$ cat src/rtl/fifo_pkg.sv
// Shared types and helpers for the parameterised synchronous FIFO.
// Holds the read-mode enum and the pointer/count width function.
package fifo_pkg;

    typedef enum logic {
        FIFO_STD  = 1'b0,
        FIFO_FWFT = 1'b1
    } fifo_mode_e;

    // Pointer and count width: one extra bit over the address width.
    // The extra bit is the wrap bit, and it also lets count reach DEPTH.
    function automatic int fifo_cnt_w(input int depth);
        return $clog2(depth) + 1;
    endfunction

endpackage

$ cat src/rtl/fifo_mem.sv
// DEPTH x DATA_WIDTH register array: synchronous write, async read.
// Ports: clk, we_i, waddr_i, wdata_i, raddr_i, rdata_o. Not reset.
module fifo_mem #(
    parameter int DATA_WIDTH = 8,
    parameter int DEPTH      = 16
) (
    input  logic                     clk,
    input  logic                     we_i,
    input  logic [$clog2(DEPTH)-1:0] waddr_i,
    input  logic [DATA_WIDTH-1:0]    wdata_i,
    input  logic [$clog2(DEPTH)-1:0] raddr_i,
    output logic [DATA_WIDTH-1:0]    rdata_o
);

    logic [DATA_WIDTH-1:0] mem_q [DEPTH];

    always_ff @(posedge clk) begin
        if (we_i) begin
            mem_q[waddr_i] <= wdata_i;
        end
    end

    assign rdata_o = mem_q[raddr_i];

endmodule

$ cat src/rtl/param_sync_fifo.sv
// Synchronous FIFO with registered or first-word-fall-through read.
// Ports: clk/rst_n, wr_en/wr_data, rd_en, flush, clr_err, af/ae levels;
// rd_data/rd_valid, full/empty, almost flags, count, sticky errors.
module param_sync_fifo
    import fifo_pkg::*;
#(
    parameter int DATA_WIDTH = 8,
    parameter int DEPTH      = 16,
    parameter int FWFT       = 0
) (
    input  logic                         clk,
    input  logic                         rst_n,
    input  logic                         wr_en,
    input  logic [DATA_WIDTH-1:0]        wr_data,
    input  logic                         rd_en,
    input  logic                         flush,
    input  logic                         clr_err,
    input  logic [fifo_cnt_w(DEPTH)-1:0] af_level,
    input  logic [fifo_cnt_w(DEPTH)-1:0] ae_level,
    output logic [DATA_WIDTH-1:0]        rd_data,
    output logic                         rd_valid,
    output logic                         full,
    output logic                         empty,
    output logic                         almost_full,
    output logic                         almost_empty,
    output logic [fifo_cnt_w(DEPTH)-1:0] count,
    output logic                         overflow,
    output logic                         underflow
);

    localparam int AW = $clog2(DEPTH);
    localparam int CW = fifo_cnt_w(DEPTH);
    localparam fifo_mode_e MODE = (FWFT != 0) ? FIFO_FWFT : FIFO_STD;
    localparam logic [CW-1:0] ONE = CW'(1);

    logic [CW-1:0] wr_ptr_q, wr_ptr_d;
    logic [CW-1:0] rd_ptr_q, rd_ptr_d;
    logic [CW-1:0] count_q, count_d;
    logic          ovf_q, ovf_d;
    logic          udf_q, udf_d;

    logic                  empty_w;
    logic                  full_w;
    logic                  rd_acc;
    logic                  wr_acc;
    logic                  mem_we;
    logic [DATA_WIDTH-1:0] head;

    assign empty_w = (wr_ptr_q == rd_ptr_q);
    assign full_w  = (wr_ptr_q[AW-1:0] == rd_ptr_q[AW-1:0]) &&
                     (wr_ptr_q[AW] != rd_ptr_q[AW]);

    assign rd_acc = rd_en && !empty_w;
    // A full FIFO still takes a write when a pop frees a slot this cycle.
    assign wr_acc = wr_en && (!full_w || rd_acc);
    assign mem_we = wr_acc && !flush;

    fifo_mem #(
        .DATA_WIDTH(DATA_WIDTH),
        .DEPTH     (DEPTH)
    ) u_mem (
        .clk    (clk),
        .we_i   (mem_we),
        .waddr_i(wr_ptr_q[AW-1:0]),
        .wdata_i(wr_data),
        .raddr_i(rd_ptr_q[AW-1:0]),
        .rdata_o(head)
    );

    always_comb begin
        wr_ptr_d = wr_ptr_q;
        rd_ptr_d = rd_ptr_q;
        count_d  = count_q;
        if (flush) begin
            wr_ptr_d = '0;
            rd_ptr_d = '0;
            count_d  = '0;
        end else begin
            if (wr_acc) wr_ptr_d = wr_ptr_q + ONE;
            if (rd_acc) rd_ptr_d = rd_ptr_q + ONE;
            case ({wr_acc, rd_acc})
                2'b10:   count_d = count_q + ONE;
                2'b01:   count_d = count_q - ONE;
                default: count_d = count_q;
            endcase
        end
    end

    // Error flags are independent of flush; clr_err beats a new set.
    always_comb begin
        ovf_d = ovf_q | (wr_en & ~wr_acc);
        udf_d = udf_q | (rd_en & empty_w);
        if (clr_err) begin
            ovf_d = 1'b0;
            udf_d = 1'b0;
        end
    end

    always_ff @(posedge clk or negedge rst_n) begin
        if (!rst_n) begin
            wr_ptr_q <= '0;
            rd_ptr_q <= '0;
            count_q  <= '0;
            ovf_q    <= 1'b0;
            udf_q    <= 1'b0;
        end else begin
            wr_ptr_q <= wr_ptr_d;
            rd_ptr_q <= rd_ptr_d;
            count_q  <= count_d;
            ovf_q    <= ovf_d;
            udf_q    <= udf_d;
        end
    end

    generate
        if (MODE == FIFO_STD) begin : g_std
            logic [DATA_WIDTH-1:0] rdata_q, rdata_d;
            logic                  rvalid_q, rvalid_d;

            always_comb begin
                rvalid_d = rd_acc && !flush;
                rdata_d  = rvalid_d ? head : rdata_q;
            end

            always_ff @(posedge clk or negedge rst_n) begin
                if (!rst_n) begin
                    rdata_q  <= '0;
                    rvalid_q <= 1'b0;
                end else begin
                    rdata_q  <= rdata_d;
                    rvalid_q <= rvalid_d;
                end
            end

            assign rd_data  = rdata_q;
            assign rd_valid = rvalid_q;
        end else begin : g_fwft
            assign rd_data  = head;
            assign rd_valid = !empty_w;
        end
    endgenerate

    assign full         = full_w;
    assign empty        = empty_w;
    assign count        = count_q;
    assign almost_full  = (count_q >= af_level);
    assign almost_empty = (count_q <= ae_level);
    assign overflow     = ovf_q;
    assign underflow    = udf_q;

endmodule
$ cat config.mk
export PLATFORM = sky130hd
export DESIGN_NAME = param_sync_fifo
export DESIGN_NICKNAME = d
export VERILOG_FILES = /design/src/rtl/fifo_pkg.sv /design/src/rtl/fifo_mem.sv /design/src/rtl/param_sync_fifo.sv
export SDC_FILE = /design/constraint.sdc
export NUM_CORES = 1
export LEC_CHECK = 0
export CAP_MARGIN = 30
export CORE_MARGIN = 4
export CORE_UTILIZATION = 63
export DETAILED_ROUTE_END_ITERATION = 8
export PLACE_DENSITY = 0.88
export SYNTH_ARGS = -nofsm -noshare
export SYNTH_HDL_FRONTEND = slang
export SYNTH_SLANG_ARGS = --single-unit
export TNS_END_PERCENT = 50
$ cat constraint.sdc
create_clock -name clk -period 4.8 [get_ports clk]
set_input_delay 0.72 -clock clk [delete_from_list [all_inputs] [get_ports clk]]
set_output_delay 0.72 -clock clk [all_outputs]
set_load 0.05 [all_outputs]
# After elaboration in Yosys (flattened, before gate mapping)
# Memory sizes are Yosys's and may differ from the RTL's. A register that Yosys moved wholly into a read port is not among the register bits.
# Cells that the tools add are included.
totals:
  register_bits: 18
  ram_bits: 128
  input_bits: 24
  out_inout_bits: 20
  wordCells: 46
  mem_count: 1
memory_table:
  columns: ["memory", "words", "word_bits", "read_ports", "rd_ports_with_merged_regs", "wr", "line_no", "rtl"]
  rows:
  - ["u_mem.mem_q", 16, 8, 1, 1, 1, "fifo_mem.sv:15", "logic [DATA_WIDTH-1:0] mem_q [DEPTH];"]
op_classes:
  add_sub_neg: 4
  n_lt_le_gt_ge: 2
  eq_ne: 5
  muxes: 10
  bitwise_logic: 5
  n_reduce_logical: 13
op_table:
  columns: ["operator", "count"]
  rows:
  - ["2-to-1 mux 5 bit", 5]
  - ["adder 5 x 1 -> 5 bit (second input constant)", 3]
  - ["one-hot mux 5 bit (2 select lines)", 1]
  - ["== test 5 bit", 1]
  - ["greater-or-equal comparator 5 bit", 1]
  - ["<= comparator 5 bit", 1]
  - ["logical AND 1 bit", 5]
  - ["subtractor 5 x 1 -> 5 bit (second input constant)", 1]
  - ["== test 4 bit", 1]
  - ["logical NOT 1 bit", 4]
  - ["2-to-1 mux 1 bit", 4]
  - ["nonzero test 2 bit", 2]
  - ["nonzero test 3 bit", 1]
  - ["AND 1 bit", 2]
  - ["== test 2 x 1 -> 1 bit (second input constant)", 1]
  - ["== test 2 bit (second input constant)", 1]
  - ["OR 1 bit", 2]
  - ["logical OR 1 bit", 1]
  - ["inequality test 1 bit", 1]
  - ["NOT 1 bit", 1]

# Depth between registers and ports, before layout
depth:
  ltp_word: 9
  depth_mapped: 12

# Cells and area by module
# A second synthesis with hierarchy kept.
hier_totals:
  hier_cells: 383
  area_unflattened_um2: 6632.6
modules_own_cells:
  columns: ["module", "instances", "cells_each", "area_per_inst_um2", "seq_area_each_um2"]
  rows:
  - ["fifo_mem", 1, 221, 4987.3, 3843.7]
  - ["param_sync_fifo", 1, 162, 1645.3, 650.6]

# Worst setup path after synthesis
# OpenSTA, ideal clock, no wires.
synth_timing:
  kind: "input to output"
  startpoint: "in ae_level[1]"
  endpoint: "out almost_empty"
  arrival_time_ps: 2397
  setup_slack_ps: 1683
  stages: 7
  n_path_buf: 0
  cell_sequence: "inv_1 > ha_1 > nor2b_1 > o21a_1 > o21a_1 > o21a_1 > o22ai_1"
synth_between:
  elab_chain_len: 1
synth_rtl:
  columns: ["item", "line_no", "rtl"]
  rows:
  - ["from (decl)", "param_sync_fifo.sv:19", "input logic [fifo_cnt_w(DEPTH)-1:0] ae_level,"]
  - ["<= comparator 5 bit", "param_sync_fifo.sv:147", "assign almost_empty = (count_q <= ae_level);"]
  - ["to (decl)", "param_sync_fifo.sv:25", "output logic almost_empty,"]
# Every way passes these cells.

# Worst setup path after layout
# Ends and elaborated chain as after synthesis.

==> results_tabular.tex <==
\begin{tabular}{lr}
\hline
Metric & Value \\
\hline
\multicolumn{2}{l}{\textbf{Floorplanning}} \\
\quad Die Y & 111.1 um \\
\quad DIE WIDTH & $\sim$110 um \\
\quad Die outline area & $\sim$12,000 um2 \\
\quad Starting density of the core & 64.80\% \\
\quad I/O pin count & 44 \\
\quad Placeable core region & a little over 10,000 um2 \\
\quad Std cell rows & 37 \\
\multicolumn{2}{l}{\textbf{Power}} \\
\quad Reported leakage power & roughly 2.8 nW \\
\quad Post-layout total power & 3.680 mW \\
\quad Int Power & 2.661 mW \\
\quad Net switching power & approximately 1.0 mW \\
\quad Cell Pwr Density & around 470 nW/um2 \\
\quad Sequential group share of total power & 42.2\% \\
\quad Proportion of power drawn by the clock network & a little under two fifths \\
\quad Sw Ratio & between 20\% and 30\% \\
\quad Combinational share of power & about a fifth \\
\quad Worst VDD drop & a little over 300 uV \\
\multicolumn{2}{l}{\textbf{Outcome}} \\
\quad Outcome & finished, final reports clean \\
\multicolumn{2}{l}{\textbf{Clock tree}} \\
\quad Number of setup buffers added after CTS & 0 \\
\quad Clock tree from TritonCTS & done \\
\quad Cell at the root of the clock tree & sky130\_fd\_sc\_hd\_\_clkbuf\_8 \\
\quad Clock transition at the registers of the reported paths & 50 ps \\
\quad Number of buffers created by CTS & 17 \\
\quad Quantity of hold-fixing buffers added after cts & 0 \\
\quad H-tree depth reported by CTS & 4 \\
\quad Number of clock sinks & roughly 150 \\
\quad Count of cells resized by post-cts repair & 0 \\
\quad Clk Latency, worst-skew pair & about 520 ps \\
\quad Buffers from clock root to sink, at most & 2 \\
\multicolumn{2}{l}{\textbf{Layout}} \\
\quad Fraction of layout cells with a size suffix above 1 & roughly an eighth \\
\quad Relative area change from synthesis to final layout & 17.80\% \\
\quad Leading cell types in the layout, fill and taps excluded & 128 x sky130\_fd\_sc\_hd\_\_edfxtp\_1, 43 x sky130\_fd\_sc\_hd\_\_mux2i\_1, 43 x sky130\_fd\_sc\_hd\_\_clkdlybuf4s50\_1 \\
\quad Number of inserted diodes & 0 \\
\quad Fillcell total & 600 \\
\quad Commonest non-fill, non-tap cell in the layout & sky130\_fd\_sc\_hd\_\_edfxtp\_1 \\
\quad Number of cells in the finished layout apart from fillers & 628 \\
\quad Final Net Count & between 500 and 600 \\
\multicolumn{2}{l}{\textbf{Synthesis}} \\
\quad Share of flip-flops with an asynchronous set or reset & between 15 and 20\% \\
\quad Unique masters post-synth & 43 \\
\quad Post-synthesis cell area & about 6700 um2 \\
\quad Count of state elements after synthesis & $\sim$150 \\
\quad Synth Net Count & 468 \\
\quad Primary FF master, synth & sky130\_fd\_sc\_hd\_\_edfxtp\_1 \\
\quad Share of synthesized area occupied by flip-flops and latches & between 60\% and 70\% \\
\quad Synth Instances & about 430 \\
\quad Post-synth EDFFs & approximately 130 \\
\quad Avg Cell Area, Syn & about 16 um2 \\
\quad Number of warnings issued by yosys & 0 \\
\multicolumn{2}{l}{\textbf{Global route}} \\
\quad All-layer global routing usage & 23.33\% \\
\quad Pin count of the biggest net entering global routing & 44 \\
\quad Vias in the first global route & approximately 4,000 \\
\quad Leftover overflow at the end of global routing & 0 \\
\quad Global-route wire length before repair & about 22,000 um \\
\quad Number of antenna violations at the first check in global routing & 0 \\
\multicolumn{2}{l}{\textbf{Critical path}} \\
\quad Worst Setup End Kind & primary output \\
\quad Arrival @ worst endpoint & between 3000 and 4000 ps \\
\quad Kind of critical path & primary input to primary output \\
\quad Crit-path max FO & 2 \\
\quad Required time of the critical path & just over 4000 ps \\
\quad Element type at the critical path start & primary input \\
\multicolumn{2}{l}{\textbf{Detailed routing}} \\
\quad Wire length on met3 & $\sim$990 um \\
\quad Topmost layer with routed signal wires & met4 \\
\quad Number of DRC markers in iteration 0 & 322 \\
\quad Routed wire length on met2 & 7032 um \\
\quad DRC violation count after routing & 0 \\
\quad M1 wire length & $\sim$5400 um \\
\quad Pre-Repair DR Iteration Count & 5 \\
\quad Number of vias per cell after detailed routing & approximately 6.2 \\
\quad Antenna violation net count after detailed routing & 0 \\
\quad Total wirelength of the detailed-routed design & approximately 14,000 um \\
\quad Final routed wire length divided by cell count & approximately 22 um \\
\quad Detailed-route via count & between 3,000 and 4,000 \\
\multicolumn{2}{l}{\textbf{STA}} \\
\quad Aggregate negative setup slack & 0 ps \\
\quad Maximum operating frequency & between 200 and 300 MHz \\
\quad Tcrit/Tclk final & between 70\% and 80\% \\
\quad Unrepaired setup endpoints after global routing & no \\
\quad Count of pins over their slew limit & 0 \\
\quad Final-report setup violation count & 0 \\
\quad Fin. Hold Viols & 0 \\
\quad Least-Margin Pin Slew & about 940 ps \\
\quad Skew final & 11.06 ps \\
\quad Relative max-transition margin & a little under two fifths \\
\quad Shortest period the worst path allows & approximately 3800 ps \\
\multicolumn{2}{l}{\textbf{Placed design}} \\
\quad Routability Congestion & 0.7709 \\
\quad Total half-perimeter wirelength after legalization and detailed placement & approximately 8400 um \\
\quad Cell count after placement & between 500 and 600 \\
\quad Number of I/O port buffers & 43 \\
\multicolumn{2}{l}{\textbf{Flow run}} \\
\quad Max-cap violations & 0 \\
\multicolumn{2}{l}{\textbf{Hold path}} \\
\quad Worst hold path class & register to register \\
\hline
\end{tabular}
metrics by stage:
step	cell area, um2	hold slack, ps	utilization (%)	worst slack (ps)
after floorplan	6690	424.4	-	1683
after global placement	7277	466.5	70.49	1023
after detailed placement	7277	475.1	70.49	996.2
after CTS	7881	487.5	76.34	987.2
after global routing	7881	504.3	76.34	909.2
final	7881	482.3	76.34	993.9
cell type report:
class | count | area [um2] | area share (%)
well taps | 136 | 170.2 | 2.159
inverters | 16 | 60.06 | 0.7620
repair buffers | 55 | 520.5 | 6.604
flip-flops and latches | 154 | 4496 | 57.04
clock inverters | 10 | 171.4 | 2.175
multi-input cells | 235 | 2031 | 25.77
clock buffers | 22 | 432.9 | 5.493
final timing paths:
check | slack, ps | startpoint | end | depth (start not counted)
setup / recovery | 990 | ae_level[1] | almost_empty | 9
hold / removal | 480 | rd_data[1] | rd_data[1] | 1
setup reg to reg | 1450 | rd_ptr_q[3] | count[4] | 11
hold reg to reg | 480 | rd_data[1] | rd_data[1] | 1
max in group asynchronous | 3940 | rst_n | rd_ptr_q[1] | 2
min in group asynchronous | 580 | rst_n | overflow | 2
kinds of logic (layout without fill, tap and decap cells):
family / Yosys count / after routing / synth area share, %
compound gates: 50 / 50 / 5.199
simple gates: 79 / 79 / 5.517
xor+xnor: 15 / 15 / 1.964
fa+ha+maj: 19 / 19 / 3.666
mux: 72 / 72 / 14.01
flops: 154 / 154 / 67.18
buf+inv: 36 / 103 / 2.469
flip-flops by register name, summed over array words and instances (netlist names):
name / flops
u_mem.mem_q: 128
count: 5
overflow: 1
wr_ptr_q: 5
rd_valid: 1
rd_ptr_q: 5
underflow: 1
rd_data: 8
layer usage:
layer,track usage (%),vias up
li1,-,1722
met1,30.03,1930
met2,38.27,190
met3,4.967,34
met4,10.95,0
met5,0,-
critical path, stage by stage:
cell                              delay [ps]
sky130_fd_sc_hd__clkdlybuf4s50_1         450
sky130_fd_sc_hd__inv_1                    40
sky130_fd_sc_hd__ha_1                    290
sky130_fd_sc_hd__nor2b_1                 130
sky130_fd_sc_hd__o21a_1                  160
sky130_fd_sc_hd__o21a_1                  160
sky130_fd_sc_hd__o21a_1                  170
sky130_fd_sc_hd__o22ai_1                 130
sky130_fd_sc_hd__clkdlybuf4s50_1         830
power by group through the flow:
| stage | Clock (mW) | Combinational [mW] | Sequential [mW] |
|---|---|---|---|
| 2_1_floorplan | 0 | 0.372 | 1.74 |
| 3_3_place_gp | 0 | 0.747 | 1.58 |
| 3_5_place_dp | 0 | 0.767 | 1.58 |
| 4_1_cts | 1.37 | 0.777 | 1.55 |
| 5_1_grt | 1.44 | 0.825 | 1.56 |
| 6_report | 1.36 | 0.771 | 1.55 |
cell usage after synthesis (all sizes together), types with 2 or more instances:
cell type	instances	share of area, %
xor2	6	0.79
nor2	36	2.0
a22oi	16	1.8
mux2	13	2.2
ha	18	3.4
a21oi	5	0.37
xnor2	9	1.2
mux4	16	5.4
edfxtp	128	57
o21ai	11	0.88
o21a	3	0.34
nor2b	6	0.56
dfrtp	26	9.7
a31oi	2	0.19
mux2i	43	6.4
nand3	10	0.75
a21o	6	0.79
nor3	7	0.52
clkbuf	4	0.22
nand2b	5	0.47
nand4	2	0.19
nand2	8	0.45
inv	16	0.90
buf	16	1.3
No activity file was read; power rests on OpenSTA's default activity.
